$ cat config.mk
export PLATFORM = sky130hd
export DESIGN_NAME = bcd_tick_counter
export DESIGN_NICKNAME = d
export VERILOG_FILES = /design/src/rtl/bcd_tick_counter.sv
export SDC_FILE = /design/constraint.sdc
export NUM_CORES = 1
export LEC_CHECK = 0
export BUFFER_PORTS_ARGS = -buffer_cell sky130_fd_sc_hd__clkbuf_2
export CAP_MARGIN = 40
export CORE_MARGIN = 4
export CORE_UTILIZATION = 35
export CTS_CLUSTER_DIAMETER = 30
export DETAILED_ROUTE_END_ITERATION = 8
export MAX_ROUTING_LAYER = met4
export PLACE_DENSITY = 0.54
export SLEW_MARGIN = 10
export SYNTH_ARGS = -nofsm -noshare
export SYNTH_HDL_FRONTEND = slang
export SYNTH_SLANG_ARGS = --single-unit
$ cat constraint.sdc
create_clock -name CLK -period 1.9 [get_ports CLK]
set_input_delay 0.095 -clock CLK [delete_from_list [all_inputs] [get_ports CLK]]
set_output_delay 0.095 -clock CLK [all_outputs]
set_load 0.02 [all_outputs]
$ cat src/rtl/bcd_tick_counter.sv
`default_nettype none
// ============================================================================
//  Module      : bcd_tick_counter
//  Description : Prescaled multi-digit BCD up/down counter with a run/hold
//                toggle driven by a raw push-button, plus tick and wrap
//                strobes for the seven-segment display stage.
//  Revision    : 1.0 - initial release
// ============================================================================
module bcd_tick_counter #(
  parameter int PRESCALE    = 10_000_000,
  parameter int DIGITS      = 2,
  parameter int SYNC_STAGES = 2
) (
  input  logic                  CLK,
  input  logic                  RST_N,
  input  logic                  BTN,
  input  logic                  DIR,
  input  logic                  CLR,
  output logic [4*DIGITS-1:0]   BCD,
  output logic                  TICK,
  output logic                  WRAP,
  output logic                  RUNNING
);

  localparam int            PW      = $clog2(PRESCALE);
  localparam logic [PW-1:0] PRE_MAX = PW'(PRESCALE - 1);

  typedef enum logic {
    S_RUN  = 1'b0,
    S_HOLD = 1'b1
  } state_t;

  logic [SYNC_STAGES-1:0] sync_q;
  logic                   btn_prev_q;
  logic                   btn_rise;

  state_t                 state_q, state_d;

  logic [PW-1:0]          pre_q, pre_d;
  logic [4*DIGITS-1:0]    bcd_q, bcd_d;
  logic                   tick_q, tick_d;
  logic                   wrap_q, wrap_d;

  logic [4*DIGITS-1:0]    bcd_step;
  logic                   step_carry;
  logic                   carry;
  logic [3:0]             digit;

  // Button synchroniser chain and previous-level register for edge detection
  always_ff @(posedge CLK or negedge RST_N) begin
    if (!RST_N) begin
      sync_q     <= '0;
      btn_prev_q <= 1'b0;
    end else begin
      sync_q     <= {sync_q[SYNC_STAGES-2:0], BTN};
      btn_prev_q <= sync_q[SYNC_STAGES-1];
    end
  end

  assign btn_rise = sync_q[SYNC_STAGES-1] & ~btn_prev_q;

  // Run/hold state register; reset lands in RUN
  always_ff @(posedge CLK or negedge RST_N) begin
    if (!RST_N) begin
      state_q <= S_RUN;
    end else begin
      state_q <= state_d;
    end
  end

  // Each synchronised button press flips RUN <-> HOLD; CLR leaves it alone
  always_comb begin
    state_d = state_q;
    if (btn_rise) begin
      state_d = (state_q == S_RUN) ? S_HOLD : S_RUN;
    end
  end

  // Stepped digit value: carry/borrow ripples through all digits in one cycle
  always_comb begin
    carry    = 1'b1;
    digit    = '0;
    bcd_step = bcd_q;
    for (int i = 0; i < DIGITS; i++) begin
      digit = bcd_q[4*i +: 4];
      if (carry) begin
        if (DIR) begin
          if (digit >= 4'd9) begin
            digit = 4'd0;
          end else begin
            digit = digit + 4'd1;
            carry = 1'b0;
          end
        end else begin
          if (digit == 4'd0 || digit > 4'd9) begin
            digit = 4'd9;
          end else begin
            digit = digit - 4'd1;
            carry = 1'b0;
          end
        end
      end
      bcd_step[4*i +: 4] = digit;
    end
    step_carry = carry;
  end

  // Prescaler and step selection; clear overrides a coincident step
  always_comb begin
    pre_d  = pre_q;
    bcd_d  = bcd_q;
    tick_d = 1'b0;
    wrap_d = 1'b0;
    if (CLR) begin
      pre_d = '0;
      bcd_d = '0;
    end else if (state_q == S_RUN) begin
      if (pre_q == PRE_MAX) begin
        pre_d  = '0;
        bcd_d  = bcd_step;
        tick_d = 1'b1;
        wrap_d = step_carry;
      end else begin
        pre_d = pre_q + PW'(1);
      end
    end
  end

  // Datapath registers; all outputs come straight from flops
  always_ff @(posedge CLK or negedge RST_N) begin
    if (!RST_N) begin
      pre_q  <= '0;
      bcd_q  <= '0;
      tick_q <= 1'b0;
      wrap_q <= 1'b0;
    end else begin
      pre_q  <= pre_d;
      bcd_q  <= bcd_d;
      tick_q <= tick_d;
      wrap_q <= wrap_d;
    end
  end

  assign BCD     = bcd_q;
  assign TICK    = tick_q;
  assign WRAP    = wrap_q;
  assign RUNNING = (state_q == S_RUN);

endmodule
`default_nettype wire

* Yosys cells after proc, flatten, opt, wreduce, memory -nomap -nowiden
Cells that the tools add are included.
** Cells by class
- Add/sub/neg operators :: 5
- $mul :: 0
- Div/mod/pow operators :: 0
- Order comparisons :: 4
- Eq/ne operators :: 2
- Shift-type cells :: 0
- Muxes and demuxes :: 27
- Bitwise operators :: 3
- Reductions and logical operators :: 8
** Operator list (number)
- $mux W24 :: 3
- $mux W4 :: 7
- $add A24 B1 Y24 const B :: 1
- $eq A24 B24 Y1 const B :: 1
- $mux W8 :: 3
- $mux W1 :: 14
- $add A4 B1 Y4 const B :: 2
- $ge A4 B4 Y1 const B :: 2
- $gt A4 B4 Y1 const B :: 2
- $logic_not A4 Y1 :: 2
- $sub A4 B1 Y4 const B :: 2
- $reduce_bool A2 Y1 :: 2
- $reduce_and A3 Y1 :: 1
- $logic_or A1 B1 Y1 :: 2
- $ne A2 B2 Y1 const B :: 1
- $not A1 Y1 :: 2
- $reduce_and A2 Y1 :: 1
- $and A1 B1 Y1 :: 1
** Storage, ports and cells
- Bits in registers :: 38
- Bits in latches :: 0
- Bits in writable memories :: 0
- ROM bits :: 0
- Bits of input ports :: 5
- Output and inout port bits :: 11
- Memories :: 0

* Longest topological paths before layout
Gate-level depths: netlist of run 1.
- Word-level depth :: 8
- Mapped depth :: 8

* Least setup slack after synthesis of run 1
No wires, ideal clock.
- Path kind :: reg2reg
- Start point :: register bcd_q[0], in the netlist BCD[0]
- End point :: register bcd_q[7], in the netlist BCD[7]
- Library setup time :: 0.125 ns
- Arrival time :: 1.873 ns
- Path slack :: -0.098 ns
- Cell stages (with the launch flop) :: 9
- Cells stage by stage :: dfrtp_1 -> clkbuf_1 -> inv_1 -> ha_1 -> nor2_1 -> o21ai_1 -> o31ai_4 -> a21oi_4 -> mux2_4
** On the way
- Word-level cells in the longest chain between the ends :: 6
- Elaborated cells between the ends (all ways) :: 9
** RTL lines
- start: declaration :: RTL line 40 : logic [4*DIGITS-1:0] bcd_q, bcd_d;
- start signal: assignment :: RTL line 133 : bcd_q <= '0;
- start signal: assignment :: RTL line 138 : bcd_q <= bcd_d;
- $gt A4 B4 Y1 or $logic_not A4 Y1 (tied branches) :: RTL line 95 : if (digit == 4'd0 || digit > 4'd9) begin
- $logic_or A1 B1 Y1 :: RTL line 95
- $mux W1 :: RTL line 95
- $mux W1 (*) :: RTL line 87 : if (DIR) begin
- $reduce_bool A2 Y1 (no line) (*)
- $reduce_and A3 Y1 (no line) (*)
Every way passes the cells marked *; elsewhere a longest branch is shown, timed or not.
A chain may end at the register's enable or synchronous reset.

* Worst setup path after layout of run 1
- Start point :: register pre_q[16]
- End point :: register bcd_q[1], in the netlist BCD[1]
** On the way
- Word-level cells in the longest chain between the ends :: 3
** RTL lines
- start: declaration :: RTL line 39 : logic [PW-1:0] pre_q, pre_d;
- start signal: assignment :: RTL line 137 : pre_q <= pre_d;
- $eq A24 B24 Y1 :: RTL line 118 : if (pre_q == PRE_MAX) begin
- $reduce_bool A2 Y1 (no line)
- $reduce_and A2 Y1 (no line)
Every way passes these cells.

==> flow_summary_export.csv, run 1 <==
group,metric,value,unit
route,drtIter0Drc,84,
setup_path,worst-path-max-fanout,5,
setup_path,cp-startpoint,"pre_q[16]",
global_route,gr-usage-met3,0.02737,
timing,fmax,0.5573,GHz
synth,synth_area_leader_cell,"dfrtp_1",
route,drc,0,
global_route,grtUsageMet2,0.2148,
pwr,p_leak,1.246,nW
synth,synth_mux_area_frac,0.01932,
global_route,grt-busiest-layer,"met2",
clock_tree,numClockSinks,38,
finish,multi_input_area,1323,sq um
pwr,swShare,0.2647,
route,viasPerCell,5.171,
timing,period_share,0.9445,
setup_path,crit_chain,"or4_1 > nor2_2 > and4_4 > buf_4 > nand3_1 > a21oi_2",
clock_tree,cts_buffers,5,
synth,ys_top_cells_by_area,"dfrtp_1 41%, xor2_1 6.0%, nor2_1 4.5%",
setup_path,critical_path_required,2.11,ns
clock_tree,cts_tree,"done",
placed_design,place_congestion,0.8881,
synth,synth_edf_count,0,
finish,stdcell_area,2849,sq um
synth,synth_cells,250,
placed_design,dp_cells,358,
die,design.portCount,16,
finish,ff_latch_area,952.2,sq um
global_route,track_usage,0.1443,
synth,yosysMostFrequentCell,"dfrtp_1",
die,rows,29,
timing,maxSlewViolCount,0,
pwr,pwr-share-clk,0.346,
setup_path,cp-end-kind,"register",
timing,fin_worst_skew,0.004538,ns
finish,antennaDiodeCount,0,
pwr,peakVddDrop,0.3765,mV
die,chipWidth,89.61,um
finish,nets,304,
global_route,grt_pass1_vias,1852,
placed_design,hpwlAfterDp,3.697,mm
global_route,grt_use_met1,0.2036,
status,outcome,"completed",
timing,final.min_clock_period,1.794,ns
synth,synthArstFlopShare,1.000,
clock_tree,cts.path.max_buffers,2,
setup_path,cp-start-kind,"register",
setup_path,ff2ff_path_depth,6,
pwr,combPwrFrac,0.190,
global_route,grt.overflow.total,0,
timing,tns,0,ns
synth,ys_ff_latch,38,
die,start_util,0.3629,
timing,relSlewSlack,0.6416,
global_route,antenna_found_initial,0,
clock_tree,cts_root_buffer,"clkbuf_8",
synth,ys.flop_type,"dfrtp_1",
timing,timing_worst_slew_pin_value,0.5376,ns
finish,fillers,635,
placed_design,port_buffers,15,
global_route,grt_max_degree,21,
die,die_h,89.61,um
finish,area_growth,22.22,%
finish,fin_cells,369,
route,wl_per_cell,13.60,um
setup_path,crit_arrival,2.00,ns
pwr,seq_power_share,0.465,
pwr,switchingPower,0.5063,mW
die,core_area,6422,sq um
route,routed_wl,5.019,mm
die,die-area,8030,sq um
placed_design,place_area,2683,sq um
synth,yosysWarnings,0,
synth,synth-xor-area-share,0.08642,
setup_path,critPathMaxStageDelay,0.53,ns
clock_tree,clk_latency,0.28,ns
synth,synth_common_cells,"38 x dfrtp_1, 28 x nor2_1, 16 x xor2_1",
clock_tree,path_clk_slew,0.07,ns
route,postRouteAntennaNets,0,
synth,synth-compound-area-share,0.1390,
route,first_pass_iters,4,
pwr,p_int,1.406,mW
worst_hold_path,hold_start,"CLR",
worst_hold_path,hp-class,"primary input to register",
synth,syn_nets,263,
pwr,power_density,671.4,nW/um^2
synth,avgSynthCellArea,9.324,sq um
clock_tree,h-tree-depth,2,
setup_path,crit_type,"register to register",
synth,synth_cell_type_count,55,
finish,drive_gt1_frac,0.2329,
global_route,grt_first_pass_wirelength,8.921,mm
timing,rsz0062_at_grt,"yes",
timing,final_hold_viol_count,0,
run,max-cap-violations,0,
synth,synth-simple-area-share,0.2636,
setup_path,reg2reg_from,"pre_q[16]",
synth,synth_top_family_by_area,"simple AND/OR/NAND/NOR gates",
synth,yosysSeqAreaShare,0.4079,
setup_path,crit_slowest_cell,"or4_1",
timing,setup_viol,0,
worst_hold_path,hold_depth,3,
synth,synthAdderAreaFrac,0.04294,
synth,synth_top_area_share,0.4079,
route,vias,1908,
synth,synth_area,2331,sq um
## metal layers
metal	wire length (um)	vias up
met1	2599	894
met2	2200	35
met4	34	0
met5	0	-
li1	-	975
met3	186	4
## through the flow
step | hold WS (ns) | utilization | total power [mW] | setup WS, ns
2_1_floorplan | -0.2006 | - | 1.120 | 0.007410
3_3_place_gp | 0.1059 | 0.4177 | 1.263 | 0.09024
3_5_place_dp | 0.1014 | 0.4177 | 1.263 | 0.06854
4_1_cts | 0.2540 | 0.4374 | 1.940 | 0.005207
5_1_grt | 0.2751 | 0.4436 | 2.031 | 0.005444
6_report | 0.2762 | 0.4436 | 1.913 | 0.1055
## sequential cells by signal (all words and copies together), names as in the netlist
| name | count |
|---|---|
| BCD | 8 |
| WRAP | 1 |
| sync_q | 2 |
| btn_prev_q | 1 |
| pre_q | 24 |
| state_q | 1 |
| TICK | 1 |
## timing repair
action,in CTS,in global routing
endpoints found under the hold margin,20,0
buffers inserted,0,1
hold buffers,2,0
endpoints found under the setup margin,0,7
gates resized for setup,0,9
## cells in the final DEF, fill, tap and decap left out, types with 4 or more instances in the layout
cell,instances
nand2_1,12
and3_1,6
nor3b_1,4
buf_4,28
xnor2_1,7
nand2b_1,4
inv_1,7
dfrtp_1,37
clkbuf_8,5
nor2b_1,6
a21oi_1,14
o21ai_0,10
nor2_1,27
clkbuf_2,15
nand3_1,14
xor2_1,16
nor3_1,5
ha_1,7
nand4_1,7
## critical path: cells and delay by family, from the launching register on
| family | cells | cell delay, ns |
|---|---|---|
| simple gates | 4 | 1.04 |
| compound gates | 1 | 0.16 |
| buf+inv | 1 | 0.14 |
| flops | 1 | 0.38 |
## cells by family (layout without fill, tap and decap cells)
group,after synthesis,after routing
flops,38,38
xor+xnor,23,23
buf+inv,20,62
compound gates,49,49
simple gates,108,108
mux,4,4
fa+ha+maj,8,8
## path summary, 6_finish.rpt
kind	to	slack [ns]
hold / removal	BCD[1]	0.28
setup / recovery	BCD[1]	0.11
setup reg to reg	BCD[1]	0.11
hold reg to reg	sync_q[1]	0.35
max in group asynchronous	BCD[4]	1.08
min in group asynchronous	pre_q[15]	0.32
## power groups by stage
stage	registers (mW)	logic (mW)	clock network, mW
6_report	0.889	0.363	0.661
5_1_grt	0.897	0.405	0.729
4_1_cts	0.887	0.364	0.689
3_5_place_dp	0.903	0.360	0
3_3_place_gp	0.902	0.361	0
2_1_floorplan	0.913	0.207	0
## final cells by class
class / count / share of cell area
Multi-Input combinational cell: 192 / 0.4642
Sequential cell: 38 / 0.3342
Timing Repair Buffer: 47 / 0.1212
Tap cell: 77 / 0.03382
Clock buffer: 7 / 0.02679
Clock inverter: 1 / 0.01054
Inverter: 7 / 0.009223
(Power assumes the default switching activity.)
==> run 2, diff against run 1 <==
- CORE_UTILIZATION: 35 -> 45
- MAX_ROUTING_LAYER: met4 -> not set
- PLACE_DENSITY: 0.54 -> 0.66
==> flow_summary_export.csv, run 2 (synthesis results as in run 1) <==
group,metric,value,unit
clock_tree,clk_latency,0.29,ns
clock_tree,path_clk_slew,0.07,ns
status,outcome,"completed",
die,chipWidth,79.97,um
setup_path,critical_path_required,2.07,ns
route,viasPerCell,5.488,
setup_path,crit_type,"register to register",
run,max-cap-violations,0,
finish,area_growth,23.08,%
route,first_pass_iters,4,
timing,final_hold_viol_count,0,
pwr,swShare,0.2784,
setup_path,ff2ff_path_depth,7,
global_route,track_usage,0.1663,
placed_design,port_buffers,15,
route,wl_per_cell,13.81,um
global_route,grt_pass1_vias,1819,
placed_design,hpwlAfterDp,3.572,mm
setup_path,cp-start-kind,"register",
finish,final_common_cell,"dfrtp_1",
timing,maxSlewViolCount,0,
worst_hold_path,hold_depth,3,
setup_path,cp-end-kind,"register",
finish,largest_register_ff_count,24,
pwr,switchingPower,0.5008,mW
global_route,grt.overflow.total,0,
global_route,grt_first_pass_wirelength,8.355,mm
route,vias,1981,
die,core_area,4880,sq um
route,drtIter0Drc,66,
timing,fmax,0.5441,GHz
timing,period_share,0.9673,
pwr,peakVddDrop,0.5830,mV
global_route,antenna_found_initial,0,
timing,timing_worst_slew_pin_value,0.5898,ns
clock_tree,cts.path.max_buffers,2,
timing,final.min_clock_period,1.838,ns
pwr,seq_power_share,0.495,
pwr,combPwrFrac,0.207,
pwr,power_density,627.0,nW/um^2
worst_hold_path,hp-class,"primary input to register",
clock_tree,cts_root_buffer,"clkbuf_8",
timing,fin_worst_skew,0.005951,ns
setup_path,worst-path-max-fanout,7,
route,drc,0,
placed_design,place_congestion,0.8318,
placed_design,place_area,2658,sq um
die,design.portCount,16,
pwr,p_int,1.298,mW
finish,final_cell_mix,"38 x dfrtp_1, 32 x buf_4, 27 x nor2_1, 16 x xor2_1",
setup_path,crit_arrival,2.01,ns
clock_tree,cts_tree,"done",
clock_tree,cts_buffers,5,
route,postRouteAntennaNets,0,
global_route,grt_max_degree,26,
die,rows,25,
finish,nets,308,
finish,fillers,432,
die,die_h,79.97,um
finish,antennaDiodeCount,0,
pwr,pwr-share-clk,0.297,
die,die-area,6395,sq um
finish,drive_gt1_frac,0.2551,
clock_tree,h-tree-depth,2,
die,start_util,0.4777,
timing,relSlewSlack,0.6068,
finish,utilization,0.5879,
route,routed_wl,4.987,mm
timing,setup_viol,0,
clock_tree,numClockSinks,38,
timing,hold_slack,0.2590,ns
pwr,p_leak,1.272,nW
finish,regMostFlops,"pre_q",
finish,stdcell_area,2869,sq um
run 2: final timing paths:
| check | start | to | slack, ns |
|---|---|---|---|
| setup / recovery | BCD[0] | BCD[3] | 0.06 |
| hold / removal | CLR | BCD[0] | 0.26 |
| setup reg to reg | BCD[0] | BCD[3] | 0.06 |
| hold reg to reg | sync_q[0] | sync_q[1] | 0.35 |
| max in group asynchronous | RST_N | pre_q[2] | 1.01 |
| min in group asynchronous | RST_N | pre_q[18] | 0.34 |
run 2: layer usage:
metal | vias to the layer above | GRT usage | wire, um
met5 | - | 0 | 0
met4 | 0 | 0.06081 | 80
met3 | 7 | 0.03725 | 224
met2 | 40 | 0.2517 | 2298
met1 | 952 | 0.2315 | 2384
li1 | 982 | - | -
run 2: layout make-up:
type,count,area [sq um],area share
Multi-Input combinational cell,192,1345,0.4688
Sequential cell,38,950.9,0.3314
Timing Repair Buffer,51,380.4,0.1326
Tap cell,67,83.83,0.02922
Clock buffer,6,82.58,0.02878
Inverter,7,26.28,0.009158
run 2: stage by stage:
| step | setup TNS [ns] | worst slack (ns) | cells | power, mW |
|---|---|---|---|---|
| 3_3_place_gp | 0 | 0.08544 | 348 | 1.258 |
| 5_1_grt | -0.03781 | -0.03024 | 361 | 1.907 |
| 4_1_cts | 0 | 0.01409 | 356 | 1.806 |
| 2_1_floorplan | 0 | 0.007410 | 250 | 1.120 |
| 3_5_place_dp | 0 | 0.03052 | 348 | 1.264 |
| 6_report | 0 | 0.06212 | 361 | 1.799 |
run 2: worst max-delay path: stages, from the launching register on:
cell and delay, ns:
dfrtp_1 0.44, inv_1 0.11, ha_2 0.25, inv_1 0.09, o41ai_2 0.35, a21oi_1 0.14
o31ai_1 0.24, a21oi_1 0.10
run 2: power by group through the flow:
stage | clock network (mW) | logic (mW) | registers [mW]
finish | 0.535 | 0.373 | 0.891
global route | 0.586 | 0.424 | 0.897
CTS | 0.554 | 0.363 | 0.889
global placement | 0 | 0.355 | 0.903
floorplan | 0 | 0.207 | 0.913
detailed placement | 0 | 0.359 | 0.905
run 2: what timing repair did:
item	CTS	global route
endpoints found under the hold margin	24	0
setup buffers	0	4
hold buffers	2	0
endpoints found under the setup margin	0	26
gates resized for setup	0	13
==> run 3, diff against run 2 <==
- CELL_PAD_IN_SITES_DETAIL_PLACEMENT: not set -> 1
- CELL_PAD_IN_SITES_GLOBAL_PLACEMENT: not set -> 1
- CORE_ASPECT_RATIO: not set -> 1.2
- CORE_UTILIZATION: 45 -> 42
- PLACE_DENSITY: 0.66 -> 0.76
==> flow_summary_export.csv, run 3 (synthesis results as in run 1) <==
group,metric,value,unit
clock_tree,cts_root_buffer,"clkbuf_8",
finish,ff_latch_area,952.2,sq um
finish,regMostFlops,"pre_q",
global_route,grt_first_pass_wirelength,9.991,mm
clock_tree,cts_buffers,5,
die,start_util,0.4370,
clock_tree,path_clk_slew,0.08,ns
setup_path,crit_arrival,2.08,ns
timing,fin_worst_skew,0.006092,ns
route,drc,0,
clock_tree,numClockSinks,38,
global_route,grt_pass1_vias,2119,
finish,antennaDiodeCount,0,
die,chipWidth,76.01,um
placed_design,hpwlAfterDp,4.205,mm
global_route,track_usage,0.1808,
pwr,p_leak,1.276,nW
global_route,grt_max_degree,24,
run,max-cap-violations,0,
die,rows,29,
status,outcome,"completed",
setup_path,critical_path_required,2.13,ns
clock_tree,cts.path.max_buffers,2,
timing,final_hold_viol_count,0,
route,drtIter0Drc,65,
setup_path,cp-start-kind,"register",
timing,hold_slack,0.2662,ns
route,routed_wl,6.060,mm
setup_path,cp-end-kind,"register",
pwr,finalPower,2.139,mW
placed_design,place_congestion,0.7803,
setup_path,crit_type,"register to register",
timing,relSlewSlack,0.6068,
placed_design,port_buffers,15,
die,die_h,89.61,um
setup_path,worst-path-max-fanout,5,
finish,nets,306,
finish,drive_gt1_frac,0.2653,
setup_path,ff2ff_path_depth,7,
die,design.portCount,16,
die,core_area,5334,sq um
pwr,power_density,736.4,nW/um^2
finish,fillers,623,
route,first_pass_iters,4,
timing,fin_ws,0.05203,ns
route,viasPerCell,5.725,
route,wl_per_cell,17.02,um
placed_design,dp_slack,0.06814,ns
timing,timing_worst_slew_pin_value,0.5898,ns
clock_tree,clk_latency,0.29,ns
die,die-area,6811,sq um
timing,final.min_clock_period,1.848,ns
timing,fmax,0.5411,GHz
finish,multi_input_area,1363,sq um
worst_hold_path,hold_depth,3,
route,postRouteAntennaNets,0,
timing,maxSlewViolCount,0,
global_route,antenna_found_initial,0,
finish,fin_cells,356,
finish,largest_register_ff_count,24,
setup_path,crit_slowest_cell,"dfrtp_2",
route,vias,2038,
clock_tree,cts_tree,"done",
worst_hold_path,hp-class,"primary input to register",
setup_path,crit_chain,"inv_2 > ha_1 > or3b_1 > a31oi_2 > o21ai_0 > a31oi_1 > mux2_4",
finish,final_common_cell,"dfrtp_1",
finish,area_growth,24.58,%
clock_tree,h-tree-depth,2,
finish,final_cell_mix,"37 x dfrtp_1, 31 x buf_4, 27 x nor2_1, 16 x xor2_1, 15 x clkbuf_2",
timing,setup_viol,0,
placed_design,dp_cells,342,
timing,period_share,0.9726,
pwr,peakVddDrop,0.4970,mV
setup_path,critPathMaxStageDelay,0.45,ns
global_route,grt.overflow.total,0,
run 3: metal layers:
layer	global-route usage	part of all wire
met1	0.2126	0.42
met2	0.3294	0.54
met3	0.03892	0.029
met4	0.06149	0.014
met5	0	0
run 3: area by class of cell:
class | instances | share of cell area
clock inverters | 3 | 0.02370
repair buffers | 49 | 0.1198
flip-flops and latches | 38 | 0.3279
inverters | 7 | 0.009048
well taps | 62 | 0.02671
multi-input cells | 192 | 0.4692
clock buffers | 5 | 0.02370
run 3: through the flow:
step	instance area (sq um)	util	setup TNS [ns]
floorplan	2338	-	0
global placement	2644	0.4957	0
detailed placement	2644	0.4957	0
CTS	2801	0.5252	0
global route	2904	0.5445	-0.2822
finish	2904	0.5445	0
run 3: path summary, 6_finish.rpt:
check,to,slack [ns],start
hold / removal,BCD[1],0.27,CLR
max in group asynchronous,BCD[4],0.98,RST_N
hold reg to reg,sync_q[1],0.36,sync_q[0]
setup / recovery,BCD[7],0.05,BCD[4]
setup reg to reg,BCD[7],0.05,BCD[4]
min in group asynchronous,sync_q[0],0.33,RST_N
run 3: critical path, delay by kind of cell (launching register included):
family                   cells  cell delay (ns)
buffers and inverters        1             0.09
AO/OA/AOI/OAI                3             0.55
flip-flops                   1             0.45
adder cells (fa/ha/maj)      1             0.16
AND/OR/NAND/NOR              1             0.37
multiplexers                 1             0.17
run 3: power breakdown:
| group | leakage, nW | internal [mW] | total, mW | switching, mW |
|---|---|---|---|---|
| sequential | 0.517 | 0.849 | 0.918 | 0.0690 |
| combinational | 0.691 | 0.178 | 0.391 | 0.213 |
| clock | 0.0683 | 0.526 | 0.830 | 0.304 |
| total | 1.28 | 1.55 | 2.14 | 0.585 |
run 3: what timing repair did:
action | 4_1_cts | 5_1_grt
hold buffers | 2 | 0
hold endpoints to repair | 22 | 0
setup buffers | 0 | 4
gates resized for setup | 0 | 17
setup endpoints to repair | 0 | 27
